$ cat src/rtl/uart_tx_if.sv
// uart_tx_if: parallel-request / serial-line bundle between a frame producer and uart_tx.
// Ports: P_DATA, DATA_VALID, PAR_EN, PAR_TYP run producer -> transmitter; TX_OUT, Busy run back.
// The master modport is the producer side, the slave modport is the transmitter side.
interface uart_tx_if #(
  parameter int DATA_WIDTH = 8
);
  logic [DATA_WIDTH-1:0] P_DATA;
  logic                  DATA_VALID;
  logic                  PAR_EN;
  logic                  PAR_TYP;
  logic                  TX_OUT;
  logic                  Busy;

  modport master (
    output P_DATA, DATA_VALID, PAR_EN, PAR_TYP,
    input  TX_OUT, Busy
  );

  modport slave (
    input  P_DATA, DATA_VALID, PAR_EN, PAR_TYP,
    output TX_OUT, Busy
  );
endinterface

$ cat src/rtl/uart_tx.sv
// uart_tx: serialises one DATA_WIDTH word per frame: start(0), data LSB first, optional parity, stop(1).
// Latency: start bit is on TX_OUT the cycle after the edge that samples DATA_VALID=1 in IDLE.
// Backpressure: DATA_VALID is only honoured in IDLE; requests while Busy are dropped, not queued.
// Ports: CLK bit clock, RST synchronous active-low reset, bus (slave modport) carries the
// word/valid/parity controls in and the registered TX_OUT / Busy outputs back.
module uart_tx #(
  parameter int DATA_WIDTH = 8
) (
  input  logic     CLK,
  input  logic     RST,
  uart_tx_if.slave bus
);

  localparam int IDX_W = (DATA_WIDTH > 1) ? $clog2(DATA_WIDTH) : 1;
  localparam logic [IDX_W-1:0] LAST_IDX = IDX_W'(DATA_WIDTH - 1);

  typedef enum logic [2:0] {
    IDLE   = 3'd0,
    START  = 3'd1,
    DATA   = 3'd2,
    PARITY = 3'd3,
    STOP   = 3'd4
  } state_t;

  state_t                state_q,   state_d;
  logic [DATA_WIDTH-1:0] data_q,    data_d;
  logic [IDX_W-1:0]      idx_q,     idx_d;
  logic                  par_en_q,  par_en_d;
  logic                  par_typ_q, par_typ_d;
  logic                  tx_q,      tx_d;
  logic                  busy_q,    busy_d;

  logic [IDX_W-1:0]      idx_nxt;

  assign idx_nxt = idx_q + IDX_W'(1);

  // tx_d / busy_d describe the line during the *next* state, so both outputs
  // come straight from flops while still lining up with the state they belong to.
  always_comb begin
    state_d   = state_q;
    data_d    = data_q;
    idx_d     = idx_q;
    par_en_d  = par_en_q;
    par_typ_d = par_typ_q;
    tx_d      = tx_q;
    busy_d    = busy_q;

    case (state_q)
      IDLE: begin
        tx_d   = 1'b1;
        busy_d = 1'b0;
        if (bus.DATA_VALID) begin
          data_d    = bus.P_DATA;
          par_en_d  = bus.PAR_EN;
          par_typ_d = bus.PAR_TYP;
          state_d   = START;
          tx_d      = 1'b0;
          busy_d    = 1'b1;
        end
      end
      START: begin
        state_d = DATA;
        idx_d   = '0;
        tx_d    = data_q[0];
        busy_d  = 1'b1;
      end
      DATA: begin
        busy_d = 1'b1;
        if (idx_q == LAST_IDX) begin
          if (par_en_q) begin
            state_d = PARITY;
            // XOR gives even parity; folding in PAR_TYP inverts it for odd.
            tx_d    = (^data_q) ^ par_typ_q;
          end else begin
            state_d = STOP;
            tx_d    = 1'b1;
          end
        end else begin
          idx_d = idx_nxt;
          tx_d  = data_q[idx_nxt];
        end
      end
      PARITY: begin
        state_d = STOP;
        tx_d    = 1'b1;
        busy_d  = 1'b1;
      end
      STOP: begin
        // Always pass through IDLE so back-to-back frames get one idle bit.
        state_d = IDLE;
        tx_d    = 1'b1;
        busy_d  = 1'b0;
      end
      default: begin
        state_d = IDLE;
        tx_d    = 1'b1;
        busy_d  = 1'b0;
      end
    endcase
  end

  always_ff @(posedge CLK) begin
    if (!RST) begin
      state_q   <= IDLE;
      data_q    <= '0;
      idx_q     <= '0;
      par_en_q  <= 1'b0;
      par_typ_q <= 1'b0;
      tx_q      <= 1'b1;
      busy_q    <= 1'b0;
    end else begin
      state_q   <= state_d;
      data_q    <= data_d;
      idx_q     <= idx_d;
      par_en_q  <= par_en_d;
      par_typ_q <= par_typ_d;
      tx_q      <= tx_d;
      busy_q    <= busy_d;
    end
  end

  assign bus.TX_OUT = tx_q;
  assign bus.Busy   = busy_q;

endmodule

$ cat src/flat_wrapper.sv
// flat-port wrapper written by rule: the top's interface ports become plain ports
module uart_tx_flat 
#(
  parameter int DATA_WIDTH = 8
)
  (CLK, RST, bus_P_DATA, bus_DATA_VALID, bus_PAR_EN, bus_PAR_TYP, bus_TX_OUT, bus_Busy);
  uart_tx_if #(.DATA_WIDTH(DATA_WIDTH)) bus_i ();
  input  logic CLK;
  input  logic RST;
  input wire logic [$bits(bus_i.P_DATA)-1:0] bus_P_DATA;
  input wire logic [$bits(bus_i.DATA_VALID)-1:0] bus_DATA_VALID;
  input wire logic [$bits(bus_i.PAR_EN)-1:0] bus_PAR_EN;
  input wire logic [$bits(bus_i.PAR_TYP)-1:0] bus_PAR_TYP;
  output wire logic [$bits(bus_i.TX_OUT)-1:0] bus_TX_OUT;
  output wire logic [$bits(bus_i.Busy)-1:0] bus_Busy;
  assign bus_i.P_DATA = bus_P_DATA;
  assign bus_i.DATA_VALID = bus_DATA_VALID;
  assign bus_i.PAR_EN = bus_PAR_EN;
  assign bus_i.PAR_TYP = bus_PAR_TYP;
  assign bus_TX_OUT = bus_i.TX_OUT;
  assign bus_Busy = bus_i.Busy;
  uart_tx #(.DATA_WIDTH(DATA_WIDTH)) u_core (.CLK(CLK), .RST(RST), .bus(bus_i));
endmodule
$ cat config.mk
export PLATFORM = sky130hd
export DESIGN_NAME = uart_tx_flat
export DESIGN_NICKNAME = d
export VERILOG_FILES = /design/src/rtl/uart_tx_if.sv /design/src/rtl/uart_tx.sv /design/src/flat_wrapper.sv
export SDC_FILE = /design/constraint.sdc
export NUM_CORES = 1
export LEC_CHECK = 0
export BUFFER_PORTS_ARGS = -buffer_cell sky130_fd_sc_hd__buf_4
export CAP_MARGIN = 25
export CORE_MARGIN = 2
export CORE_UTILIZATION = 54
export CTS_BUF_LIST = sky130_fd_sc_hd__clkbuf_4 sky130_fd_sc_hd__clkbuf_8 sky130_fd_sc_hd__clkbuf_16
export DETAILED_ROUTE_END_ITERATION = 8
export GPL_TIMING_DRIVEN = 1
export PLACE_DENSITY = 0.76
export SLEW_MARGIN = 30
export SYNTH_ARGS = -nofsm -noshare
export SYNTH_HDL_FRONTEND = slang
export SYNTH_SLANG_ARGS = --single-unit
$ cat constraint.sdc
create_clock -name CLK -period 2.2 [get_ports CLK]
set_input_delay 0.22 -clock CLK [delete_from_list [all_inputs] [get_ports CLK]]
set_output_delay 0.22 -clock CLK [all_outputs]
set_load 0.005 [all_outputs]
==> impl_results.md <==
- Status: complete, no violations
- P_leak: 0.458 nW
- Tmin final: 2.06 ns
- Cells after Synth: 100
- Relative slew slack: 60.0%
- Worst setup startpoint: u_core.idx_q[0]
- DRC: 0
- Library cells used by synthesis: 33
- Max Freq: 484 MHz
- Critical Path AT: 2.25 ns
- # port buffers: 14
- NumNets Final: 130
- Total CTS buffers: 3
- Post-synthesis sequential area ratio: 36.2%
- Post-synth EDFFs: 0
- Crit path required time: 2.39 ns
- Hold Crit Class: in -> reg
- Clock latency on the worst-skew pair: 0.29 ns
- # rows: 15
- MaxCap Viol Count: 0
- Cell Area, Synth: 996 um^2
- Post-DP HPWL: 1270 um
- Critical path endpoint category: flip-flop
- Via density: 5.22
- WL/cell: 12.5 um
- Area growth from synthesis to layout: 13.4%
- Die Ht: 46.9 um
- Largest area contributor in the netlist: dfxtp_1
- Final Max Slew Viols: 0
- # setup viols final: 0
- Yosys warns: 0
- Crit-path max FO: 5
- Area contributors post-synth: dfxtp_1 (36%), nand2_1 (8.3%), a21boi_0 (6.0%)
- Post-Syn Area per Cell: 9.96 um^2
- Most common cell in the netlist: nand2_1
- Via count: 721
- Clock H-tree levels: 1
- Cell depth of the worst flop-to-flop path: 6
- RSZ-0062 raised after global routing: false
- Initial DRC Count: 20
- Post-Place Cells: 135
- Critical R2R Capture: u_core.bus.TX_OUT
- I/O Pins: 15
- Yosys top cell area share: 36.2%
- First-pass GRT wire length: 2960 um
- Clock Path Buffers: 2
- GRT Util Overall: 19.4%
- Syn nets: 115
- Critical path endpoint: u_core.bus.TX_OUT
- Die width: 46.9 um
- Routability-driven placement congestion ratio: 0.800
- Most common library cells after synthesis: nand2_1 (22), dfxtp_1 (18), a21boi_0 (8), nor2b_1 (5)
- Crit share post-route: 93.8%
- Core ar.: 1730 um^2
- Reg2reg start: u_core.idx_q[0]
- Initial core utilization: 57.7%
- Peak supply drop: 0.369 mV
- Slew @ Worst Pin: 0.598 ns
- Primary FF master, synth: dfxtp_1
- Async set or reset register ratio after synthesis: 0%
- PostCTS Resize Cnt: 0
- Initial antenna violation count: 0
- Area of the die: 2200 um^2
- Worst R2R Setup Slack: 0.14 ns
- Worst hold margin: 0.168 ns
- Yosys reg bits: 18
- Gr ovfl total: 0
- Clock root buffer: clkbuf_4
- CTS sink cnt: 18
- CP startpoint kind: flip-flop
- Setup TNS Final: 0 ns
- Pin count of the biggest net entering global routing: 15
- Finished Layout Cells: 138
- Routed wire length: 1730 um
- Max Clock Skew: 0.00424 ns
- Worst Setup Path Type: reg -> reg
- Vias in the first global route: 690
- Final number of hold-violating endpoints: 0
- Fraction of layout cells with a size suffix above 1: 23.0%
- Postcts setup bufs: 0
- CTS tree: done
- Hold buffers post-CTS: 0
- Clock slew at reported path FFs: 0.10 ns
- Drt pass-1 iters: 4
- Final ANT Viol Nets: 0
- Number of diodes: 0
- Pwr Density: 588 nW/um^2
[power breakdown]
| group | internal [mW] | leakage [nW] | total [mW] | switching (mW) |
|---|---|---|---|---|
| registers | 0.345 | 0.148 | 0.368 | 0.0230 |
| clock network | 0.0636 | 0.0138 | 0.159 | 0.0958 |
| logic | 0.0811 | 0.297 | 0.136 | 0.0549 |
[final cells by class]
class,instances,area [um^2]
Multi-Input combinational cell,77,607
Fill cell,157,597
Sequential cell,18,360
Timing Repair Buffer,14,105
Tap cell,25,31.3
Clock buffer,3,22.5
Inverter,1,3.75
[through the flow]
stage                     utilization, %  power, mW  instance area, um^2  setup slack [ns]
after floorplan                        -      0.475                  996             0.227
after global placement              64.1      0.510                 1110             0.187
after detailed placement            64.1      0.512                 1110             0.145
after CTS                           65.4      0.672                 1130             0.132
after global routing                65.4      0.702                 1130            0.0413
final                               65.4      0.664                 1130             0.135
[registers in the layout, indices dropped and copies added (netlist names)]
name / flops
u_core.bus.TX_OUT: 1
u_core.bus.Busy: 1
u_core.par_en_q: 1
u_core.idx_q: 3
u_core.par_typ_q: 1
u_core.state_q: 3
u_core.data_q: 8
[critical path, stage by stage (launching register included)]
cell and delay, ns:
dfxtp_1 0.36, ha_1 0.21, ha_1 0.37, mux2_2 0.35, mux4_2 0.45, o21ai_1 0.16
a21oi_2 0.07
[layout by cell type (no fill, tap or decap), types with 2 or more instances in the layout]
| cell | Yosys | layout |
|---|---|---|
| nand2_1 | 22 | 22 |
| dfxtp_1 | 18 | 18 |
| buf_4 | 0 | 14 |
| a21boi_0 | 8 | 8 |
| nor2b_1 | 5 | 5 |
| mux2i_1 | 3 | 3 |
| a21oi_1 | 3 | 3 |
| mux2_1 | 3 | 3 |
| clkbuf_4 | 0 | 3 |
| nor3b_1 | 2 | 2 |
| and2_1 | 2 | 2 |
| nand2b_1 | 2 | 2 |
| a21oi_2 | 2 | 2 |
| nor3_1 | 2 | 2 |
| a21boi_1 | 2 | 2 |
| mux2_2 | 2 | 2 |
| xnor3_1 | 2 | 2 |
| a2111oi_2 | 2 | 2 |
| xnor2_1 | 2 | 2 |
| ha_1 | 2 | 2 |
[kinds of logic (layout without fill, tap and decap cells)]
family | after synthesis | count (layout) | share of synthesized area (%)
mux | 9 | 9 | 10.9
fa+ha+maj | 2 | 2 | 2.51
xor+xnor | 6 | 6 | 9.55
flops | 18 | 18 | 36.2
simple gates | 40 | 40 | 22.2
buf+inv | 5 | 18 | 2.89
compound gates | 20 | 20 | 15.7
[worst min path at each step]
stage	cells after the start	end	from	slack, ns
after floorplan	2	u_core.bus.Busy	bus_DATA_VALID	0.34
after global placement	3	u_core.bus.Busy	bus_DATA_VALID	0.46
after detailed placement	3	u_core.data_q[1]	bus_P_DATA[1]	0.48
after CTS	3	u_core.data_q[1]	bus_P_DATA[1]	0.16
after global routing	3	u_core.par_typ_q	bus_PAR_TYP	0.16
final	3	u_core.data_q[1]	bus_P_DATA[1]	0.17
[metal layers]
metal  global-route usage [%]  part of all wire, %  vias up
met4                     10.0                  2.1        0
met1                     24.5                   47      327
li1                         -                    -      378
met3                     3.46                  2.5        5
met5                        0                    0        -
met2                     31.5                   49       11
(Power assumes the default switching activity.)
